--- src/rtl/dmem_responder_pkg.sv ---
// Shared types for the data-memory responder: FSM state encoding and the
// default WAIT timeout.
package rv32i_types;

    localparam int unsigned DMEM_TIMEOUT_DEFAULT = 255;

    typedef enum logic [1:0] {
        DMEM_IDLE = 2'd0,
        DMEM_WAIT = 2'd1,
        DMEM_RESP = 2'd2,
        DMEM_TURN = 2'd3
    } dmem_state_t;

endpackage

--- src/rtl/dmem_responder_if.sv ---
// Bus bundle between the commit-side requester, the responder and the
// backing memory.
interface dmem_responder_if;

    // Handshake: data_read/data_write are level requests held by the requester
    // until it sees the one-cycle data_mem_resp pulse; mem_read/mem_write are
    // held by the responder until the memory answers with a one-cycle mem_resp.
    logic        data_read;
    logic        data_write;
    logic [31:0] data_addr;
    logic [31:0] data_wdata;
    logic [3:0]  data_mbe;
    logic        data_mem_resp;
    logic [31:0] data_rdata;

    logic        mem_read;
    logic        mem_write;
    logic [31:0] mem_addr;
    logic [31:0] mem_wdata;
    logic [3:0]  mem_mbe;
    logic        mem_resp;
    logic [31:0] mem_rdata;

    logic        busy;
    logic        timeout_err;

    modport slave (
        input  data_read, data_write, data_addr, data_wdata, data_mbe,
        input  mem_resp, mem_rdata,
        output data_mem_resp, data_rdata,
        output mem_read, mem_write, mem_addr, mem_wdata, mem_mbe,
        output busy, timeout_err
    );

    modport master (
        output data_read, data_write, data_addr, data_wdata, data_mbe,
        output mem_resp, mem_rdata,
        input  data_mem_resp, data_rdata,
        input  mem_read, mem_write, mem_addr, mem_wdata, mem_mbe,
        input  busy, timeout_err
    );

endinterface

--- src/rtl/dmem_responder.sv ---
// Single-outstanding data-memory responder: latches a commit-side request,
// drives it to backing memory, and returns a one-cycle completion pulse.
module dmem_responder
    import rv32i_types::*;
#(
    parameter int unsigned TIMEOUT_CYCLES = DMEM_TIMEOUT_DEFAULT
) (
    input  logic              clk,
    input  logic              rst,
    dmem_responder_if.slave   bus,
    output dmem_state_t       state_dbg
);

    localparam int unsigned CNT_W = $clog2(TIMEOUT_CYCLES + 1);
    localparam logic [CNT_W-1:0] CNT_LAST = CNT_W'(TIMEOUT_CYCLES - 1);

    dmem_state_t       state_q, state_d;
    logic [CNT_W-1:0]  cnt_q, cnt_d;
    logic              op_read_q, op_read_d;
    logic [31:0]       addr_q, addr_d;
    logic [31:0]       wdata_q, wdata_d;
    logic [3:0]        mbe_q, mbe_d;
    logic [31:0]       rdata_q, rdata_d;
    logic              terr_q, terr_d;

    always_ff @(posedge clk or negedge rst) begin
        if (!rst) begin
            state_q   <= DMEM_IDLE;
            cnt_q     <= '0;
            op_read_q <= 1'b0;
            addr_q    <= '0;
            wdata_q   <= '0;
            mbe_q     <= '0;
            rdata_q   <= '0;
            terr_q    <= 1'b0;
        end else begin
            state_q   <= state_d;
            cnt_q     <= cnt_d;
            op_read_q <= op_read_d;
            addr_q    <= addr_d;
            wdata_q   <= wdata_d;
            mbe_q     <= mbe_d;
            rdata_q   <= rdata_d;
            terr_q    <= terr_d;
        end
    end

    always_comb begin
        state_d   = state_q;
        cnt_d     = cnt_q;
        op_read_d = op_read_q;
        addr_d    = addr_q;
        wdata_d   = wdata_q;
        mbe_d     = mbe_q;
        rdata_d   = rdata_q;
        terr_d    = terr_q;
        unique case (state_q)
            DMEM_IDLE: begin
                if (bus.data_read || bus.data_write) begin
                    // A simultaneous read and write is treated as a plain load.
                    op_read_d = bus.data_read;
                    addr_d    = {bus.data_addr[31:2], 2'b00};
                    wdata_d   = bus.data_wdata;
                    mbe_d     = bus.data_mbe;
                    cnt_d     = '0;
                    state_d   = DMEM_WAIT;
                end
            end
            DMEM_WAIT: begin
                cnt_d = cnt_q + CNT_W'(1);
                if (bus.mem_resp) begin
                    if (op_read_q) begin
                        rdata_d = bus.mem_rdata;
                    end
                    state_d = DMEM_RESP;
                end else if (cnt_q == CNT_LAST) begin
                    terr_d = 1'b1;
                    if (op_read_q) begin
                        rdata_d = '0;
                    end
                    state_d = DMEM_RESP;
                end
            end
            DMEM_RESP: state_d = DMEM_TURN;
            DMEM_TURN: state_d = DMEM_IDLE;
            default:   state_d = DMEM_IDLE;
        endcase
    end

    // Every output decodes from state or latched registers, never from inputs.
    always_comb begin
        bus.mem_read      = (state_q == DMEM_WAIT) && op_read_q;
        bus.mem_write     = (state_q == DMEM_WAIT) && !op_read_q;
        bus.mem_addr      = addr_q;
        bus.mem_wdata     = wdata_q;
        bus.mem_mbe       = mbe_q;
        bus.data_mem_resp = (state_q == DMEM_RESP);
        bus.data_rdata    = rdata_q;
        bus.busy          = (state_q != DMEM_IDLE);
        bus.timeout_err   = terr_q;
        state_dbg         = state_q;
    end

endmodule

--- src/flat_wrapper.sv ---
// flat-port wrapper written by rule: the top's interface ports become plain ports
module dmem_responder_flat import rv32i_types::*;
#(
    parameter int unsigned TIMEOUT_CYCLES = DMEM_TIMEOUT_DEFAULT
)
  (clk, rst, state_dbg, bus_data_read, bus_data_write, bus_data_addr, bus_data_wdata, bus_data_mbe, bus_mem_resp, bus_mem_rdata, bus_data_mem_resp, bus_data_rdata, bus_mem_read, bus_mem_write, bus_mem_addr, bus_mem_wdata, bus_mem_mbe, bus_busy, bus_timeout_err);
  dmem_responder_if bus_i ();
  input  logic clk;
  input  logic rst;
  output dmem_state_t state_dbg;
  input wire logic [$bits(bus_i.data_read)-1:0] bus_data_read;
  input wire logic [$bits(bus_i.data_write)-1:0] bus_data_write;
  input wire logic [$bits(bus_i.data_addr)-1:0] bus_data_addr;
  input wire logic [$bits(bus_i.data_wdata)-1:0] bus_data_wdata;
  input wire logic [$bits(bus_i.data_mbe)-1:0] bus_data_mbe;
  input wire logic [$bits(bus_i.mem_resp)-1:0] bus_mem_resp;
  input wire logic [$bits(bus_i.mem_rdata)-1:0] bus_mem_rdata;
  output wire logic [$bits(bus_i.data_mem_resp)-1:0] bus_data_mem_resp;
  output wire logic [$bits(bus_i.data_rdata)-1:0] bus_data_rdata;
  output wire logic [$bits(bus_i.mem_read)-1:0] bus_mem_read;
  output wire logic [$bits(bus_i.mem_write)-1:0] bus_mem_write;
  output wire logic [$bits(bus_i.mem_addr)-1:0] bus_mem_addr;
  output wire logic [$bits(bus_i.mem_wdata)-1:0] bus_mem_wdata;
  output wire logic [$bits(bus_i.mem_mbe)-1:0] bus_mem_mbe;
  output wire logic [$bits(bus_i.busy)-1:0] bus_busy;
  output wire logic [$bits(bus_i.timeout_err)-1:0] bus_timeout_err;
  assign bus_i.data_read = bus_data_read;
  assign bus_i.data_write = bus_data_write;
  assign bus_i.data_addr = bus_data_addr;
  assign bus_i.data_wdata = bus_data_wdata;
  assign bus_i.data_mbe = bus_data_mbe;
  assign bus_i.mem_resp = bus_mem_resp;
  assign bus_i.mem_rdata = bus_mem_rdata;
  assign bus_data_mem_resp = bus_i.data_mem_resp;
  assign bus_data_rdata = bus_i.data_rdata;
  assign bus_mem_read = bus_i.mem_read;
  assign bus_mem_write = bus_i.mem_write;
  assign bus_mem_addr = bus_i.mem_addr;
  assign bus_mem_wdata = bus_i.mem_wdata;
  assign bus_mem_mbe = bus_i.mem_mbe;
  assign bus_busy = bus_i.busy;
  assign bus_timeout_err = bus_i.timeout_err;
  dmem_responder #(.TIMEOUT_CYCLES(TIMEOUT_CYCLES)) u_core (.clk(clk), .rst(rst), .bus(bus_i), .state_dbg(state_dbg));
endmodule
--- config.mk ---
export PLATFORM = sky130hd
export DESIGN_NAME = dmem_responder_flat
export DESIGN_NICKNAME = d
export VERILOG_FILES = /design/src/rtl/dmem_responder_pkg.sv /design/src/rtl/dmem_responder_if.sv /design/src/rtl/dmem_responder.sv /design/src/flat_wrapper.sv
export SDC_FILE = /design/constraint.sdc
export NUM_CORES = 1
export LEC_CHECK = 0
export ABC_AREA = 1
export CORE_AREA = 8 8 114 116
export DETAILED_ROUTE_END_ITERATION = 7
export DIE_AREA = 0 0 122 124
export GPL_ROUTABILITY_DRIVEN = 0
export PLACE_DENSITY = 0.79
export SYNTH_ARGS = -nofsm -noshare
export SYNTH_HDL_FRONTEND = slang
export SYNTH_SLANG_ARGS = --single-unit
--- constraint.sdc ---
create_clock -name clk -period 1.85 [get_ports clk]
set_input_delay 0.2775 -clock clk [delete_from_list [all_inputs] [get_ports clk]]
set_output_delay 0.2775 -clock clk [all_outputs]
set_load 0.1 [all_outputs]
==> impl_results.rst <==
.. list-table::
   :header-rows: 1

   * - Metric
     - Value
   * - Starting DRC count in detailed routing
     - 378
   * - Final net count
     - 836
   * - Launching instance or port of the critical path
     - u_core.state_dbg[1]
   * - Post-route standard cell area excluding fillers
     - 0.00696 mm^2
   * - Die area
     - 0.0151 mm^2
   * - Routed vias
     - 4065
   * - Wire length of the first global-routing pass
     - 21000 um
   * - Row count
     - 39
   * - Starting Density
     - 0.404
   * - Share of synthesized registers carrying an async set or reset
     - 1.00
   * - Pin count of the biggest net entering global routing
     - 45
   * - Number of maximum-capacitance constraint violations
     - 0
   * - Worst setup EP type
     - output pin
   * - Hold WS
     - 0.404 ns
   * - Number of fill cells in the layout
     - 914
   * - Global-route usage over all layers
     - 0.174
   * - Most numerous cell in the Yosys netlist
     - sky130_fd_sc_hd__nand2_1
   * - CTS clock-pin slew for the worst setup and hold paths
     - 0.07 ns
   * - Number of diodes
     - 0
   * - Cell-by-cell listing of the critical path
     - inv_4 -> ha_4 -> inv_2 -> nor2_4 -> buf_12
   * - Post-detail-place hpwl
     - 10100 um
   * - Area of the placeable core
     - 0.0112 mm^2
   * - Layout Utilization
     - 0.623
   * - DRC violations left
     - 0
   * - Register bit total from synthesis
     - 110
   * - Global route total overflow
     - 0
   * - List of most frequent post-synthesis cells
     - 288 x sky130_fd_sc_hd__nand2_1, 110 x sky130_fd_sc_hd__dfrtp_1, 41 x sky130_fd_sc_hd__nand3_1
   * - Fraction of layout instances using a drive strength above 1
     - 0.219
   * - Clock tree from TritonCTS
     - built
   * - Router iterations before antenna repair
     - 4
   * - Count of synthesis-stage warnings from yosys
     - 0
   * - Worst reg2reg path endpoint
     - u_core.cnt_q[7]
   * - Deepest clock path buffer count
     - 2
   * - Endpoints failing hold
     - 0
   * - Number of H-tree levels
     - 3
   * - Area of placed instances
     - 0.00658 mm^2
   * - Register-to-Register Path Depth
     - 8
   * - Cell at the slowest stage of the critical path
     - sky130_fd_sc_hd__dfrtp_4
   * - IO Count
     - 212
   * - Die Width
     - 122 um
   * - Crit path capture
     - bus_mem_write
   * - RSZ-0062 raised after global routing
     - no
   * - Final clock skew
     - 0.0121 ns
   * - Clock Latency Late Sink
     - 0.34 ns
   * - Final-report max-slew violation count
     - 0
   * - Class of the most critical hold timing path
     - in -> async
   * - Via count normalized by instance count
     - 4.66
   * - WP data arrival
     - 1.50 ns
   * - Number of flops mapped to enable cells by yosys
     - 0
   * - Required time of the critical path
     - 1.57 ns
   * - Area occupied by registers
     - 0.00276 mm^2
   * - Worst-path fanout max
     - 6
   * - Synthesized instance count
     - 520
   * - Root buffer cell
     - sky130_fd_sc_hd__clkbuf_16
   * - Fmax
     - 563 MHz
   * - Vertical die dimension
     - 124 um
   * - Result of the run
     - completed
   * - Final WL
     - 13300 um
   * - Post-CTS repair timing setup buffer count
     - 0
   * - Pre-CTS setup slack
     - 0.0709 ns
   * - Post-synthesis cell type with the largest combined area
     - sky130_fd_sc_hd__dfrtp_1
   * - Cell area after synthesis
     - 0.00452 mm^2
   * - Mean post-synth cell area
     - 8.68 um^2
   * - Area share of the leading cell type in the synthesized netlist
     - 0.610
   * - Setup Crit Path Kind
     - reg -> out
   * - Vias in the first global route
     - 4176
   * - Delay of the slowest cell on the worst path
     - 0.52 ns
   * - Cell types occupying the most area after synthesis
     - sky130_fd_sc_hd__dfrtp_1 61%, sky130_fd_sc_hd__nand2_1 24%, sky130_fd_sc_hd__nand3_1 4.5%
   * - Post-detailed-route wirelength per cell
     - 15.2 um
   * - Detail Route Antenna Nets
     - 0
   * - Clk sinks
     - 110
   * - Layout Area Growth over Synthesis
     - 54.1%
   * - Launch instance of the worst register-to-register path
     - u_core.state_dbg[0]
   * - Number of endpoints failing setup at the final stage
     - 0
   * - Multi-input logic area
     - 0.00161 mm^2
   * - Predominant post-synthesis flop cell
     - sky130_fd_sc_hd__dfrtp_1
   * - Antenna violations before repair
     - 0
   * - Share of the yosys chip area belonging to registers
     - 0.610
   * - Time the final worst path needs with I/O delays and setup
     - 1.78 ns
   * - Clock buffers created by TritonCTS
     - 9
   * - Yosys cell types
     - 23
   * - Setup slack on the worst flop-to-flop path
     - 0.19 ns
   * - Period Utilization, post-route
     - 0.961
   * - Startpoint type of the worst setup path
     - flip-flop
   * - Number of buffers added on ports
     - 207
   * - Worst Slack Setup Final
     - 0.0725 ns
## cell type report
class | count | share of cell area
inverter | 13 | 0.00845
multi-input combinational | 372 | 0.231
clock buffer | 11 | 0.0363
tap | 143 | 0.0257
timing repair buffer | 219 | 0.287
sequential | 110 | 0.397
clock inverter | 5 | 0.0151
## repair_timing
item	in CTS	in global routing
endpoints found under the setup margin	2	0
hold buffers	1	0
hold endpoints to repair	25	0
gates resized for setup	4	0
## critical path, delay by kind of cell (launching register included)
family        cells  cell delay, ns
flops             1            0.52
simple gates      1            0.12
buf+inv           3            0.35
fa+ha+maj         1            0.17
## per-layer routing
metal / vias to the layer above / GRT usage / share of wire
li1: 1997 / - / -
met5: - / 0 / 0
met4: 0 / 0.0470 / 0.0087
met3: 8 / 0.0762 / 0.12
met2: 166 / 0.278 / 0.47
met1: 1894 / 0.210 / 0.40
## layout by cell type, fill, tap and decap left out, drive strengths merged, types with 2 or more instances in the layout
| master | netlist | final |
|---|---|---|
| clkdlybuf4s50 | 0 | 101 |
| a21oi | 3 | 3 |
| nand2 | 297 | 297 |
| nor2 | 14 | 14 |
| dfrtp | 110 | 110 |
| nand3 | 41 | 41 |
| clkbuf | 11 | 11 |
| bufinv | 0 | 3 |
| buf | 15 | 117 |
| conb | 1 | 2 |
| o21ai | 4 | 4 |
| ha | 6 | 6 |
| inv | 12 | 11 |
| clkinvlp | 0 | 3 |
## metrics by stage
stage,TNS [ns],instances
final,0,873
after global routing,0,873
after CTS,0,873
after detailed placement,0,856
after global placement,0,856
after floorplan,-0.602,521
## state kept, by name (all words and copies together), names as in the netlist
register / flops
u_core.bus.mem_mbe: 4
u_core.cnt_q: 8
u_core.bus.timeout_err: 1
u_core.state_dbg: 2
u_core.bus.data_rdata: 32
u_core.bus.mem_wdata: 32
u_core.bus.mem_addr: 30
u_core.op_read_q: 1
## kinds of logic (layout without fill, tap and decap cells)
| logic type | after synthesis | count (layout) | share of synthesized area |
|---|---|---|---|
| adders and majority gates | 6 | 6 | 0.0166 |
| other | 1 | 2 | 0.000830 |
| buffers and inverters | 39 | 248 | 0.0463 |
| DFF | 110 | 110 | 0.610 |
| AOI/OAI and AO/OA | 10 | 10 | 0.0139 |
| and+or+nand+nor | 353 | 353 | 0.311 |
| xor gates and xnor gates | 1 | 1 | 0.00194 |
## worst min-delay path by stage
stage / startpoint / end / slack (ns) / depth (start not counted)
6_report: rst / u_core.bus.data_rdata[28] / 0.40 / 2
5_1_grt: rst / u_core.bus.data_rdata[28] / 0.43 / 2
2_1_floorplan: rst / u_core.bus.data_rdata[0] / -0.02 / 0
3_3_place_gp: rst / u_core.bus.data_rdata[25] / 0.23 / 1
4_1_cts: rst / u_core.bus.data_rdata[28] / 0.42 / 2
3_5_place_dp: rst / u_core.bus.data_rdata[28] / 0.23 / 1
Power is not shown: default switching activity piles up to over one toggle a cycle in this logic, so the estimate is an artifact.
